==> config.mk <==
export PLATFORM = sky130hd
export DESIGN_NAME = load_store_unit
export DESIGN_NICKNAME = d
export VERILOG_FILES = /design/src/rtl/lsu_pkg.sv /design/src/rtl/load_extend.sv /design/src/rtl/load_store_unit.sv
export SDC_FILE = /design/constraint.sdc
export NUM_CORES = 1
export LEC_CHECK = 0
export BUFFER_PORTS_ARGS = -buffer_cell sky130_fd_sc_hd__buf_2
export CORE_ASPECT_RATIO = 2
export CORE_MARGIN = 2
export CORE_UTILIZATION = 48
export CTS_CLUSTER_DIAMETER = 60
export DETAILED_ROUTE_END_ITERATION = 12
export HOLD_SLACK_MARGIN = 0.1
export PLACE_DENSITY = 0.83
export RECOVER_POWER = 50
export SLEW_MARGIN = 20
export SYNTH_ARGS = -nofsm -noshare
export SYNTH_HDL_FRONTEND = slang
export SYNTH_HIERARCHICAL = 1
export SYNTH_SLANG_ARGS = --single-unit
==> constraint.sdc <==
create_clock -name clk -period 8.8 [get_ports clk]
set_input_delay 1.76 -clock clk [delete_from_list [all_inputs] [get_ports clk]]
set_output_delay 1.76 -clock clk [all_outputs]
set_load 0.01 [all_outputs]
==> src/rtl/lsu_pkg.sv <==
// ---------------------------------------------------------------------------
// lsu_pkg
// Shared definitions for the load/store unit and its load-extension datapath.
//   - FSM state encoding (IDLE / REQ / DONE)
//   - funct3 access codes (F3_B, F3_H, F3_W, F3_BU, F3_HU)
//   - access-size decode, byte-enable, lane-offset and misalignment helpers
// No ports (package).
// ---------------------------------------------------------------------------
package lsu_pkg;

  // FSM state encoding.
  typedef logic [1:0] lsu_state_t;
  localparam lsu_state_t S_IDLE = 2'd0;
  localparam lsu_state_t S_REQ  = 2'd1;
  localparam lsu_state_t S_DONE = 2'd2;

  // funct3 access codes from the decoder.
  localparam logic [2:0] F3_B  = 3'b000;
  localparam logic [2:0] F3_H  = 3'b001;
  localparam logic [2:0] F3_W  = 3'b010;
  localparam logic [2:0] F3_BU = 3'b100;
  localparam logic [2:0] F3_HU = 3'b101;

  typedef enum logic [1:0] {
    SZ_BYTE = 2'd0,
    SZ_HALF = 2'd1,
    SZ_WORD = 2'd2
  } access_size_t;

  // Reserved funct3 codes (011, 110, 111) fall through to a word access.
  function automatic access_size_t access_size(input logic [2:0] f3);
    access_size_t sz;
    case (f3)
      F3_B, F3_BU: sz = SZ_BYTE;
      F3_H, F3_HU: sz = SZ_HALF;
      F3_W:        sz = SZ_WORD;
      default:     sz = SZ_WORD;
    endcase
    return sz;
  endfunction

  // Byte lane actually addressed: halves only look at addr[1], words start
  // at lane 0 regardless of the low address bits.
  function automatic logic [1:0] lane_offset(input logic [2:0] f3,
                                             input logic [1:0] off);
    logic [1:0] lane;
    case (access_size(f3))
      SZ_BYTE: lane = off;
      SZ_HALF: lane = {off[1], 1'b0};
      default: lane = 2'b00;
    endcase
    return lane;
  endfunction

  function automatic logic [3:0] byte_enable(input logic [2:0] f3,
                                             input logic [1:0] off);
    logic [3:0] be;
    case (access_size(f3))
      SZ_BYTE: be = 4'b0001 << off;
      SZ_HALF: be = 4'b0011 << {off[1], 1'b0};
      default: be = 4'b1111;
    endcase
    return be;
  endfunction

  function automatic logic misaligned(input logic [2:0] f3,
                                      input logic [1:0] off);
    logic mis;
    case (access_size(f3))
      SZ_HALF: mis = off[0];
      SZ_WORD: mis = (off != 2'b00);
      default: mis = 1'b0;
    endcase
    return mis;
  endfunction

endpackage

==> src/rtl/load_extend.sv <==
// ---------------------------------------------------------------------------
// load_extend
// Combinational lane select plus sign/zero extension of a 32-bit read word.
// Shared with the forwarding path, so it holds no state.
// Ports:
//   funct3  in  3   access size and signedness (funct3[2] = 1 -> zero-extend)
//   offset  in  2   byte address bits [1:0] of the access
//   word    in  32  raw bus read word
//   result  out 32  extended load data
// ---------------------------------------------------------------------------
module load_extend
  import lsu_pkg::*;
(
  input  logic [2:0]  funct3,
  input  logic [1:0]  offset,
  input  logic [31:0] word,
  output logic [31:0] result
);

  logic [1:0]  lane;
  logic [31:0] shifted;

  // Bring the addressed lane down to bit 0, then extend to 32 bits.
  always_comb begin
    lane    = lane_offset(funct3, offset);
    shifted = word >> {lane, 3'b000};
    case (access_size(funct3))
      SZ_BYTE: result = funct3[2] ? {24'b0, shifted[7:0]}
                                  : {{24{shifted[7]}}, shifted[7:0]};
      SZ_HALF: result = funct3[2] ? {16'b0, shifted[15:0]}
                                  : {{16{shifted[15]}}, shifted[15:0]};
      default: result = shifted;
    endcase
  end

endmodule

==> src/rtl/load_store_unit.sv <==
// ---------------------------------------------------------------------------
// load_store_unit
// Runs one data-memory bus transaction per memory instruction using a
// req/ack handshake, stalls the core while the access is in flight and
// returns extended load data for writeback.
// Optional feature macro: LSU_MISALIGN_TRAP_EN -- when defined, misaligned
// half/word accesses skip the bus and pulse misalign instead.
// Ports:
//   clk, rst          clock (rising edge), async active-high reset
//   mreq, mem_write   decoder: memory access / store select
//   funct3            access size and sign
//   addr, wdata       byte address and store data (rs2)
//   stall             holds PC and pipeline registers
//   rdata/rdata_valid registered load data and its one-cycle valid pulse
//   misalign          one-cycle pulse on a trapped misaligned access
//   bus_req, bus_we, bus_addr, bus_be, bus_wdata   bus request side
//   bus_ack, bus_rdata                             bus response side
// ---------------------------------------------------------------------------
module load_store_unit
  import lsu_pkg::*;
#(
  parameter int ADDR_W = 32,
  parameter int DATA_W = 32
)
(
  input  logic              clk,
  input  logic              rst,
  input  logic              mreq,
  input  logic              mem_write,
  input  logic [2:0]        funct3,
  input  logic [ADDR_W-1:0] addr,
  input  logic [DATA_W-1:0] wdata,
  output logic              stall,
  output logic [DATA_W-1:0] rdata,
  output logic              rdata_valid,
  output logic              misalign,
  output logic              bus_req,
  output logic              bus_we,
  output logic [ADDR_W-1:0] bus_addr,
  output logic [3:0]        bus_be,
  output logic [DATA_W-1:0] bus_wdata,
  input  logic              bus_ack,
  input  logic [DATA_W-1:0] bus_rdata
);

  lsu_state_t        state;
  logic              we_q;
  logic [2:0]        f3_q;
  logic [1:0]        off_q;
  logic              err_q;
  logic              access_err;
  logic [DATA_W-1:0] store_word;
  logic [DATA_W-1:0] load_word;

  // Replicate narrow store data across all lanes so the byte enables alone
  // decide which bytes memory keeps.
  always_comb begin
    case (access_size(funct3))
      SZ_BYTE: store_word = {4{wdata[7:0]}};
      SZ_HALF: store_word = {2{wdata[15:0]}};
      default: store_word = wdata;
    endcase
  end

`ifdef LSU_MISALIGN_TRAP_EN
  assign access_err = misaligned(funct3, addr[1:0]);
`else
  assign access_err = 1'b0;
`endif

  // Extension works on the registered access attributes and the live bus
  // word, so the result is ready to capture in the ack cycle.
  load_extend u_load_extend (
    .funct3 (f3_q),
    .offset (off_q),
    .word   (bus_rdata),
    .result (load_word)
  );

  // Transaction FSM; bus outputs are registered at acceptance and stay
  // frozen for the whole REQ phase.
  always_ff @(posedge clk or posedge rst) begin
    if (rst) begin
      state     <= S_IDLE;
      we_q      <= 1'b0;
      f3_q      <= 3'b000;
      off_q     <= 2'b00;
      err_q     <= 1'b0;
      bus_we    <= 1'b0;
      bus_addr  <= '0;
      bus_be    <= 4'b0000;
      bus_wdata <= '0;
      rdata     <= '0;
    end else begin
      case (state)
        S_IDLE: begin
          if (mreq) begin
            we_q      <= mem_write;
            f3_q      <= funct3;
            off_q     <= addr[1:0];
            err_q     <= access_err;
            bus_we    <= mem_write;
            bus_addr  <= {addr[ADDR_W-1:2], 2'b00};
            bus_be    <= byte_enable(funct3, addr[1:0]);
            bus_wdata <= store_word;
            state     <= access_err ? S_DONE : S_REQ;
          end
        end
        S_REQ: begin
          if (bus_ack) begin
            if (!we_q) begin
              rdata <= load_word;
            end
            state <= S_DONE;
          end
        end
        S_DONE: begin
          // mreq here still belongs to the retiring instruction.
          state <= S_IDLE;
        end
        default: state <= S_IDLE;
      endcase
    end
  end

  // Decoded from state so reset removes the request immediately.
  assign bus_req     = (state == S_REQ);
  assign stall       = !rst && (((state == S_IDLE) && mreq) || (state == S_REQ));
  assign rdata_valid = (state == S_DONE) && !we_q && !err_q;

`ifdef LSU_MISALIGN_TRAP_EN
  assign misalign = (state == S_DONE) && err_q;
`else
  assign misalign = 1'b0;
`endif

endmodule

Yosys cells after proc, flatten, opt, wreduce, memory -nomap -nowiden
Cells that the tools add are included.
Word-level totals
  input bits: 104
  output and inout bits: 105
  word-level logic and storage cells: 57
  bits in registers: 106
Cells by class
  bitwise operators: 1
  reductions and logical operators: 19
  shift-type cells: 3
  mux-type cells: 13
  equality and inequality tests: 13
Operators by type and width (count)
  32-bit one-hot mux with 2 select lines: 2
  32-bit two-way mux: 2
  32-bit by 5-bit >> shifter with 32-bit output: 1
  2-bit one-hot mux with 2 select lines: 4
  3-bit equality test (second input constant): 4
  2-bit by 1-bit equality test with 1-bit output (second input constant): 4
  2-bit zero test: 4
  2-bit two-way mux: 4
  4-bit one-hot mux with 2 select lines: 1
  2-bit OR reduction: 4
  3-bit by 1-bit equality test with 1-bit output (second input constant): 2
  3-bit zero test: 2
  2-bit AND reduction: 2
  1-bit by 2-bit left shift with 4-bit output (first input constant): 1
  2-bit by 2-bit left shift with 4-bit output (first input constant): 1
  1-bit logical AND: 3
  3-bit AND reduction: 1
  2-bit equality test (second input constant): 1
  1-bit zero test: 2
  2-bit by 1-bit != test with 1-bit output (second input constant): 1
  2-bit != test (second input constant): 1
  1-bit logical OR: 1
  1-bit inverter: 1

Depth between registers and ports, before layout
Gate-level depths: netlist of run 1.
  depth in word-level cells: 8
  gate-level depth with buffers: 7
  mapped depth without buffers: 5

Hierarchy
Netlist of run 1, hierarchy kept.
By module, submodules not included
  load_store_unit: area each 4400.5 um2, sequential area each 2652.5 um2, times used 1, cells an instance 315
  load_extend: area each 765.7 um2, sequential area each 0.0 um2, times used 1, cells an instance 94

Worst setup path after synthesis of run 1
No wires, ideal clock.
  path kind: input-to-output
  from: input port rst
  to: output port stall
  buffers on the path: 0
  stages: 1
  arrival: 2.050 ns
  required time: 7.040 ns
  slack: 4.990 ns
  cell sequence: nor3_1
Between the ends
  longest elaborated chain between the ends: 2
RTL lines
  start, declared: RTL line load_store_unit.sv:27  | input logic rst,
  1-bit zero test: RTL line load_store_unit.sv:128  | assign stall = !rst && (((state == S_IDLE) && mreq) || (state == S_REQ));
  1-bit logical AND: RTL line load_store_unit.sv:128
  end, declared: RTL line load_store_unit.sv:33  | output logic stall,
No other way between the ends.

Worst setup path after layout of run 1
  from: input port mreq
  to: register bus_addr[8]
Between the ends
  longest elaborated chain between the ends: 1
RTL lines
  start, declared: RTL line load_store_unit.sv:28  | input logic mreq,
  2-bit AND reduction (no line)
  end signal, assigned: RTL line load_store_unit.sv:103  | bus_addr <= {addr[ADDR_W-1:2], 2'b00};
  end, declared: RTL line load_store_unit.sv:39  | output logic [ADDR_W-1:0] bus_addr,
No other way between the ends.
A chain may end at the register's enable or synchronous reset.

==> results.toml, run 1 <==
[floorplanning]
dieArea_um2 = 11700
die_x_um = 77.4
ios = 209
row_count = 53
core_area_um2 = 10500
die_h_um = 151
start_util_pct = 49.3

[placed_design]
dp_hpwl_mm = 10.4
port_buffers = 205
finalWeightedCongestion = 0.862

[yosys]
ys_seq_area_share_pct = 51.3
synth_top_family_by_area = "multiplexers"
synthSimpleGateAreaFrac_pct = 10.1
synth_compound_area_share_pct = 9.23
syn_area_per_cell_um2 = 12.6
muxShareOfSynthArea_pct = 24.2
ys_warn_count = 6
synthAdderAreaFrac_pct = 0
synth_edf_count = 0
syn_area_um2 = 5170
synthXorXnorAreaFrac_pct = 0
synth_cell_types = 42
postSynthCellCount = 409
synthArstFlopShare_pct = 100
synth_flop_cell = "dfrtp_1"
ys_ff_latch = 106

[cells_and_area]
fin_nets = 703
areaGrowthSynthToFinish_pct = 21.9
layout_common_cells = "106 x dfrtp_1, 104 x buf_2, 102 x clkbuf_1"
drive_gt1_share_pct = 34.2
layout_commonest_cell = "dfrtp_1"
fin_util_pct = 60.1
antenna-diode-count = 0

[route]
vias_per_cell = 5.48
drt-initial-drc-count = 227
drtPass1Iterations = 4
wirelength_mm = 13.5
ant_nets = 0
drcViolationCount = 0
route.vias.total = 4048
drt-wirelength-per-cell_um = 18.2

[timing]
finalMaxSlewViolations = 96
fin_crit_ps = 4320
finalClockSkew_ps = 6.93
tightest_slew_ps = 2310
setup-tns-final_ps = 0
period_share_pct = 49.1
fmax_ghz = 0.232
finalHoldViolations = 0
setup_viol = 0
relSlewSlack_pct = -54.1
grt_setup_unrepaired = "false"

[global_route]
top_usage_layer = "met2"
antenna_found_initial = 0
met3_usage_pct = 4.08
grt_pass1_wl_mm = 20.6
grt_pass1_vias = 4168
grt_max_degree = 87
grt_use_met2_pct = 42.1
grt_usage_pct = 22.8
grt_overflow_total = 0
grtUsageMet1_pct = 24.0

[critical_path]
crit_fanout = 86
critical_path_class = "in -> reg"
worst_ep_arrival_time_ps = 4540
cp.required_ps = 9020
startpoint_type = "input pin"
crit_path_end_kind = "flip-flop"

[power_and_ir_drop]
power_mw = 1.82
swShare_pct = 34.9
power_switching_uw = 634
power_density_nw_per_um2 = 288
clkPwrFrac_pct = 21.9
leakage_nw = 2.85
ir_drop_uv = 130
p_int_mw = 1.18
combPwrFrac_pct = 36.0
pwr-share-seq_pct = 42.1

[clock_tree]
ctsResizeCount = 0
cts_setup_buffers = 0
cts_sinks = 106
ctsHoldBuffers = 0
path_clk_slew_ps = 70
clk_latency_ps = 340
tritoncts = "built"
htree_levels = 3
cts-root-buf = "clkbuf_16"
clock_path_buffers = 2
cts_inserted_buffers = 9

[min_path]
hold_path.class = "reg -> reg"

[status]
status = "finished, violations left"
violations = "max-capacitance violations, max-slew violations"

[run]
max_cap_violations = 3
## per-layer routing
metal  vias to the layer above  part of all wire (%)
met5                         -                     0
met4                         0                   3.8
met3                        37                   5.4
met2                       199                    55
met1                      1968                    35
li1                       1844                     -
## power by group through the flow
stage,logic (mW),clock network [mW],registers [mW]
finish,0.653,0.398,0.764
global route,0.705,0.428,0.786
CTS,0.711,0.411,0.760
detailed placement,0.707,0,0.769
global placement,0.691,0,0.758
floorplan,0.380,0,0.829
## through the flow
stage               hold slack (ps)  cells  worst slack [ps]  instance area (um2)
finish                          505    739              4480                 6300
global placement                487    725              4850                 6170
detailed placement              491    725              4780                 6170
CTS                             507    739              4780                 6460
global route                    514    739              4210                 6300
floorplan                       468    411              4250                 5170
## cells in the mapped netlist (all sizes together), types with 2 or more instances
cell      n  area, um2
nor3b     2       15.0
nor3      2       10.0
dfrtp   106       2650
a31oi    16        100
a22oi     9       67.6
a221oi    6       52.6
nor2b     9       63.8
mux4      7        180
mux2     76        968
buf      28        226
o22ai     7       43.8
inv       5       18.8
clkbuf    4       15.0
nand2    35        139
and3b     2       17.5
nor2     33        126
mux2i    10        100
nand2b    4       27.5
a21oi    35        186
or2       2       12.5
## critical path, stage by stage
cell and delay, ps:
clkbuf_1 130, nor3b_1 1290, buf_4 850, mux2_2 420
## kinds of logic after synthesis
| kind of cell | count (synthesis) |
|---|---|
| and+or+nand+nor | 97 |
| muxes | 93 |
| buffers and inverters | 37 |
| DFF | 106 |
| other | 1 |
| AOI/OAI and AO/OA | 75 |
## final cells by class
| class | count | area, um2 |
|---|---|---|
| well taps | 137 | 171 |
| fillers | 910 | 4180 |
| repair buffers | 209 | 926 |
| multi-input cells | 268 | 2240 |
| flip-flops and latches | 106 | 2650 |
| clock buffers | 9 | 225 |
| clock inverters | 5 | 65.1 |
| inverters | 5 | 20.0 |
## worst paths after layout
path                           from     endpoint  slack [ps]  cells after the start
hold / removal             rdata[1]     rdata[1]         510                      1
min in group asynchronous       rst  bus_addr[2]        1930                      2
setup / recovery               mreq  bus_addr[8]        4480                      4
hold reg to reg            rdata[1]     rdata[1]         510                      1
setup reg to reg           state[0]  bus_addr[8]        5560                      3
max in group asynchronous       rst     rdata[6]        5320                      3
## registers in the layout (all words and copies together), names as in the netlist
name / cells
bus_wdata: 32
rdata: 32
bus_addr: 30
bus_be: 4
f3_q: 3
off_q: 2
state: 2
we_q: 1
Power figures use the tool's default switching activity.
==> inputs of run 2 (changes only) <==
Clock period 8.8 ns to 4.4 ns, I/O delays scaled along.
==> results.toml, run 2 (synthesized netlist as in run 1, its figures left out) <==
[critical_path]
crit_fanout = 100
rr_worst_depth = 3
critical_path_class = "in -> reg"
rr_endpoint = "bus_addr[6]"
startpoint_type = "input pin"
reg2reg_from = "state[0]"
crit_path_end_kind = "flip-flop"
rrSetupSlack_ps = 1590
worst_ep_arrival_time_ps = 3230
cp.required_ps = 4610

[cells_and_area]
fin_nets = 704
layout_commonest_cell = "buf_2"
top_regs = "bus_wdata x32, rdata x32, bus_addr x30"
antenna-diode-count = 0
drive_gt1_share_pct = 46.0
layout_common_cells = "166 x buf_2, 106 x dfrtp_1, 46 x mux2_2"
areaGrowthSynthToFinish_pct = 24.5

[route]
drcViolationCount = 0
route.vias.total = 4075
ant_nets = 0
drtPass1Iterations = 4
drt-wirelength-per-cell_um = 18.1
wirelength_mm = 13.4
drt-initial-drc-count = 223
vias_per_cell = 5.49

[global_route]
antenna_found_initial = 0
grt_pass1_vias = 4096
grt_pass1_wl_mm = 20.6
grt_usage_pct = 22.6
grt_overflow_total = 0
grt_max_degree = 101

[clock_tree]
cts-root-buf = "clkbuf_16"
path_clk_slew_ps = 70
ctsHoldBuffers = 0
clk_latency_ps = 330
cts_sinks = 106
clock_path_buffers = 2
cts_inserted_buffers = 9
tritoncts = "built"
cts_setup_buffers = 0
ctsResizeCount = 0
htree_levels = 3

[floorplanning]
row_count = 53
die_x_um = 77.4
core_area_um2 = 10500
dieArea_um2 = 11700
ios = 209
start_util_pct = 49.3
die_h_um = 151

[timing]
finalHoldViolations = 0
fmax_ghz = 0.331
layout_setup_ws_ps = 1380
setup_viol = 0
period_share_pct = 68.6
tightest_slew_ps = 2760
finalClockSkew_ps = 3.91
finalMaxSlewViolations = 163
grt_setup_unrepaired = "false"
setup-tns-final_ps = 0
relSlewSlack_pct = -85.3
fin_crit_ps = 3020

[min_path]
hold_path.class = "reg -> reg"
min_path_cells = 1
holdPathEnd = "bus_addr[29]"
worstHoldStart = "bus_addr[29]"

[status]
violations = "max-capacitance violations, max-slew violations"
status = "finished, violations left"

[placed_design]
port_buffers = 205
pre_cts_ws_ps = 2020
dp_hpwl_mm = 10.3
finalWeightedCongestion = 0.889

[run]
max_cap_violations = 2

[power_and_ir_drop]
leakage_nw = 3.06
ir_drop_uv = 254
power_density_nw_per_um2 = 581
## run 2: final cells by class
| type | instances | area [um2] |
|---|---|---|
| multi-input cells | 268 | 2260 |
| repair buffers | 210 | 1010 |
| flip-flops and latches | 106 | 2650 |
| inverters | 5 | 20.0 |
| clock buffers | 9 | 225 |
| clock inverters | 7 | 88.8 |
| well taps | 137 | 171 |
| fillers | 880 | 4050 |
## run 2: per-layer routing
| layer | vias up | wire length (um) | track usage (%) |
|---|---|---|---|
| met1 | 1979 | 4840 | 24.8 |
| met4 | 0 | 492 | 11.8 |
| met2 | 213 | 7360 | 41.3 |
| met3 | 36 | 710 | 3.84 |
| met5 | - | 0 | 0 |
| li1 | 1847 | - | - |
## run 2: critical path: stages
cell and delay, ps:
clkbuf_1 120, nor3b_1 220, clkbuf_2 1440, mux2_2 460
## run 2: power breakdown
group	total (mW)	leakage [nW]	switching, mW	internal (mW)
clock network	0.829	0.155	0.375	0.454
registers	1.54	1.23	0.235	1.31
logic	1.36	1.67	0.673	0.692
total	3.74	3.06	1.28	2.45
## run 2: worst max path at each step
| stage | slack (ps) | cells past startpoint | to | start |
|---|---|---|---|---|
| floorplan | 730 | 1 | bus_addr[10] | rst |
| global placement | 2050 | 6 | rdata[14] | f3_q[1] |
| detailed placement | 2020 | 6 | rdata[14] | f3_q[1] |
| CTS | 2020 | 6 | rdata[14] | f3_q[1] |
| global route | 1210 | 4 | bus_addr[6] | mreq |
| finish | 1380 | 4 | bus_addr[6] | mreq |
## run 2: metrics by stage
step	util, %	power, mW	cells	instance area (um2)	hold WS [ps]
global route	61.4	3.94	742	6430	523
global placement	59.1	2.90	726	6190	484
CTS	62.0	3.80	742	6500	508
finish	61.4	3.74	742	6430	507
floorplan	-	2.42	411	5170	468
detailed placement	59.1	2.96	726	6190	489
